### config.mk
export PLATFORM = sky130hd
export DESIGN_NAME = decode_instruction
export DESIGN_NICKNAME = d
export VERILOG_FILES = /design/src/rtl/decode_instruction.sv
export SDC_FILE = /design/constraint.sdc
export NUM_CORES = 1
export LEC_CHECK = 0
export BUFFER_PORTS_ARGS = -buffer_cell sky130_fd_sc_hd__buf_4
export CAP_MARGIN = 30
export CELL_PAD_IN_SITES_DETAIL_PLACEMENT = 0
export CELL_PAD_IN_SITES_GLOBAL_PLACEMENT = 2
export CORE_ASPECT_RATIO = 2
export CORE_UTILIZATION = 35
export DETAILED_ROUTE_END_ITERATION = 8
export GPL_TIMING_DRIVEN = 0
export PLACE_DENSITY = 0.8
export SETUP_SLACK_MARGIN = 0.4
export SLEW_MARGIN = 0
export SYNTH_ARGS = -nofsm -noshare
export SYNTH_HDL_FRONTEND = slang
export SYNTH_SLANG_ARGS = --single-unit
### constraint.sdc
create_clock -name clk -period 6.4 [get_ports clk]
set_input_delay 0.32 -clock clk [delete_from_list [all_inputs] [get_ports clk]]
set_output_delay 0.32 -clock clk [all_outputs]
set_load 0.02 [all_outputs]
### src/rtl/decode_instruction.sv
// Decode stage: two-entry {inst, pc} skid FIFO with field extraction, jump redirect
// and post-jump input dropping. Downstream flush discards everything held.
module decode_instruction #(
  parameter int WORD = 32,
  parameter int ADDR = 16,
  parameter int DROP = 1
) (
  input  logic            clk,
  input  logic            reset,
  input  logic            v_i,
  input  logic [WORD-1:0] inst_i,
  input  logic [ADDR-1:0] pc_i,
  output logic            stall_o,
  output logic            branch,
  output logic [ADDR-1:0] branch_addr,
  output logic            v_o,
  input  logic            stall_i,
  input  logic            flush_i,
  output logic [5:0]      opcode_o,
  output logic [4:0]      rd_o,
  output logic [4:0]      rs_o,
  output logic [4:0]      rt_o,
  output logic [WORD-1:0] imm_o,
  output logic [ADDR-1:0] pc_o
);

  localparam int DW = (DROP < 1) ? 1 : $clog2(DROP + 1);

  typedef enum logic [1:0] {
    EMPTY = 2'd0,
    ONE   = 2'd1,
    TWO   = 2'd2
  } state_t;

  state_t          state, state_next;
  logic [WORD-1:0] inst0, inst1;
  logic [ADDR-1:0] pc0, pc1;
  logic [DW-1:0]   drop_cnt;
  logic            is_jump, accept, push, pop;

  assign stall_o = (state == TWO);
  assign v_o     = (state != EMPTY);
  assign is_jump = (inst_i[31:26] == 6'h02);
  assign accept  = v_i & ~stall_o & ~flush_i & (drop_cnt == {DW{1'b0}});
  assign push    = accept & ~is_jump;
  assign pop     = v_o & ~stall_i;

  assign opcode_o = inst0[31:26];
  assign rd_o     = inst0[25:21];
  assign rs_o     = inst0[20:16];
  assign rt_o     = inst0[15:11];
  assign imm_o    = {{(WORD-16){inst0[15]}}, inst0[15:0]};
  assign pc_o     = pc0;

  // Occupancy state register.
  always_ff @(posedge clk or negedge reset) begin
    if (!reset) state <= EMPTY;
    else        state <= state_next;
  end

  // Next occupancy; flush overrides any same-edge push or pop.
  always_comb begin
    state_next = state;
    if (flush_i) begin
      state_next = EMPTY;
    end else begin
      case (state)
        EMPTY:   state_next = push ? ONE : EMPTY;
        ONE: begin
          if (push && !pop)      state_next = TWO;
          else if (!push && pop) state_next = EMPTY;
          else                   state_next = ONE;
        end
        TWO:     state_next = pop ? ONE : TWO;
        default: state_next = EMPTY;
      endcase
    end
  end

  // Entry storage; slot 0 is always the head, so push-with-pop at ONE overwrites it.
  always_ff @(posedge clk or negedge reset) begin
    if (!reset) begin
      inst0 <= {WORD{1'b0}};
      inst1 <= {WORD{1'b0}};
      pc0   <= {ADDR{1'b0}};
      pc1   <= {ADDR{1'b0}};
    end else if (!flush_i) begin
      case (state)
        EMPTY: begin
          if (push) begin
            inst0 <= inst_i;
            pc0   <= pc_i;
          end
        end
        ONE: begin
          if (push && pop) begin
            inst0 <= inst_i;
            pc0   <= pc_i;
          end else if (push) begin
            inst1 <= inst_i;
            pc1   <= pc_i;
          end
        end
        TWO: begin
          if (pop) begin
            inst0 <= inst1;
            pc0   <= pc1;
          end
        end
        default: begin
          inst0 <= {WORD{1'b0}};
          pc0   <= {ADDR{1'b0}};
        end
      endcase
    end
  end

  // Post-jump drop counter: consumes one valid input per cycle while nonzero.
  always_ff @(posedge clk or negedge reset) begin
    if (!reset) begin
      drop_cnt <= {DW{1'b0}};
    end else if (flush_i) begin
      drop_cnt <= {DW{1'b0}};
    end else if (accept && is_jump) begin
      drop_cnt <= DW'(DROP);
    end else if ((drop_cnt != {DW{1'b0}}) && v_i) begin
      drop_cnt <= drop_cnt - {{(DW-1){1'b0}}, 1'b1};
    end
  end

  // One-cycle redirect pulse with its target.
  always_ff @(posedge clk or negedge reset) begin
    if (!reset) begin
      branch      <= 1'b0;
      branch_addr <= {ADDR{1'b0}};
    end else begin
      branch      <= accept & is_jump;
      branch_addr <= (accept && is_jump) ? ADDR'(inst_i[15:0]) : {ADDR{1'b0}};
    end
  end

endmodule

==> metrics.cfg <==
[timing]
setup_viol = 0
skew_ns = 0.0105
min_period_ns = 3.60
final_hold_viol_count = 0
slew_viol_final = 0
maxSlewHeadroom = 0.560
tightest_slew_ns = 0.661
fmax_mhz = 278
fin_crit_sh = 0.562
fin_tns_setup_ns = 0
rsz0062_at_grt = no

[route]
wl_um = 13100
ant_nets = 0
drt_iter0_drc = 170
viasPerCell = 4.73
wl_per_cell_um = 15.9
drc = 0
drtPass1Iterations = 4
vias = 3901

[synth]
syn_inst = 459
ys.warnings.count = 0
yosysSeqAreaShare = 0.569
syn_area_um2 = 5100
synth.net_count = 515
synth_cell_types = 30
synth_seq_cells = 116
synth.avg_cell_area_um2 = 11.1

[global_route]
grt_pass1_wl_um = 21600
antenna_found_initial = 0
grt.overflow.total = 0
track_usage = 0.189
grt_pass1_vias = 4108
grt_max_degree = 88

[placed_design]
dp_hpwl_um = 9690
io_buffers = 140
place.gp.congestion = 0.784

[clocking]
numCtsBuffers = 17
cts_hold_buffers = 1
cts_tree = yes
cts_max_level = 4
clk_pin_slew_ns = 0.06
insertion_delay_ns = 0.41
cts_root_buf = clkbuf_16
cts_buffer_depth = 2
ctsResizeCount = 0
cts_setup_buffers = 0
cts.sinks = 116

[floorplanning]
start_util = 0.358
core_area_um2 = 14300
die_x_um = 87.4
io_pins = 141
die_h_um = 173
rows = 62
die_area_um2 = 15100

[cells_and_area]
layout_commonest_cell = buf_4
multiInputGateArea_um2 = 1870
area_growth_pct = 38.6
fin_util = 0.496
layout_common_cells = 160 x buf_4, 116 x dfrtp_1, 73 x o21ai_0
fillCellCount = 1406
regArea_um2 = 2900
fin_nets = 676
diodes = 0
drive_above_1_share = 0.397

[critical_path]
path_class = flop to flop
arrival_ns = 3.89
crit_path_start_kind = flop
required_ns = 6.69
worstPathMaxFanout = 10
cp-end-kind = flop

[worst_hold_path]
hold_class = input port to flop

[flow_run]
max_cap_violations = 0

[power]
ir_drop_mv = 0.191
p_leak_nw = 3.36
powerDensity_nw_per_um2 = 379
p_total_mw = 2.68

[status]
status = finished clean

## metal layers
metal  part of all wire  up-vias  GRT usage  wire length (um)
met2               0.56      121      0.333              7300
met4              0.027        0     0.0820               351
met3              0.044       20     0.0492               577
li1                   -     1879          -                 -
met1               0.37     1881      0.210              4910
met5                  0        -          0                 0
## state kept, by name, indices dropped and copies added (netlist names)
register / cells
branch: 1
pc_o: 16
state: 2
inst1: 32
drop_cnt: 1
branch_addr: 16
inst0: 32
pc1: 16
## logic make-up (layout without fill, tap and decap cells)
kind of cell	after synthesis	in the layout	synth area share
fa+ha+maj	3	3	0.00735
simple gates	86	86	0.104
mux	49	49	0.109
flops	116	116	0.569
buf+inv	58	232	0.0657
compound gates	147	147	0.145
## critical path, stage by stage (launching register included)
cell and delay [ns]:
dfrtp_1 0.37, buf_6 0.14, nor2b_4 0.12, buf_6 0.13, or4b_4 0.51, nor2_1 0.26
ha_1 0.20, nor4bb_1 0.42, buf_2 0.37, buf_1 0.55, mux2_2 0.41
## cells in the mapped netlist, drive strengths merged
master,number,share of area
dfrtp,116,0.57
o21ai,94,0.092
a21oi,50,0.049
mux2,49,0.11
nor2b,48,0.060
buf,29,0.044
clkbuf,25,0.018
and2,15,0.018
nor2,8,0.0059
inv,4,0.0029
nand2,4,0.0029
ha,3,0.0074
nand2b,2,0.0025
o22ai,2,0.0025
and4b,1,0.0020
nand3,1,0.00098
nand3b,1,0.0015
nand4b,1,0.0017
nor3,1,0.00098
nor3b,1,0.0015
nor4bb,1,0.0020
o21a,1,0.0015
or2,1,0.0012
or4b,1,0.0027
## report_power, final
group / switching, mW / internal, mW / total, mW
clock network: 0.356 / 0.666 / 1.02
registers: 0.0977 / 0.902 / 0.999
logic: 0.332 / 0.330 / 0.662
## area by class of cell
| cell class | count | area share |
|---|---|---|
| Buffer | 54 | 0.0453 |
| Inverter | 4 | 0.00212 |
| Clock inverter | 14 | 0.0283 |
| Tap cell | 192 | 0.0339 |
| Sequential cell | 116 | 0.410 |
| Timing Repair Buffer | 142 | 0.154 |
| Clock buffer | 18 | 0.0621 |
| Multi-Input combinational cell | 285 | 0.264 |
## path summary, 6_finish.rpt
check                      startpoint              to  slack (ns)  cells after the start
setup / recovery             state[1]       inst1[13]        2.80                     10
hold / removal                flush_i        drop_cnt        0.11                      2
setup reg to reg             state[1]       inst1[13]        2.80                     10
hold reg to reg                pc1[5]          pc1[5]        0.51                      1
max in group asynchronous       reset  branch_addr[4]        5.29                      3
min in group asynchronous       reset       inst1[24]        0.35                      2
## metrics by stage
stage | hold slack [ns] | setup slack [ns] | cell area, um2 | instances
floorplan | 0.0244 | 3.36 | 5100 | 459
global placement | 0.489 | 2.77 | 6400 | 791
detailed placement | 0.218 | 2.79 | 6430 | 792
CTS | 0.0964 | 2.77 | 7080 | 825
global route | 0.103 | 2.57 | 7080 | 825
finish | 0.112 | 2.80 | 7080 | 825
(Power assumes the default switching activity.)
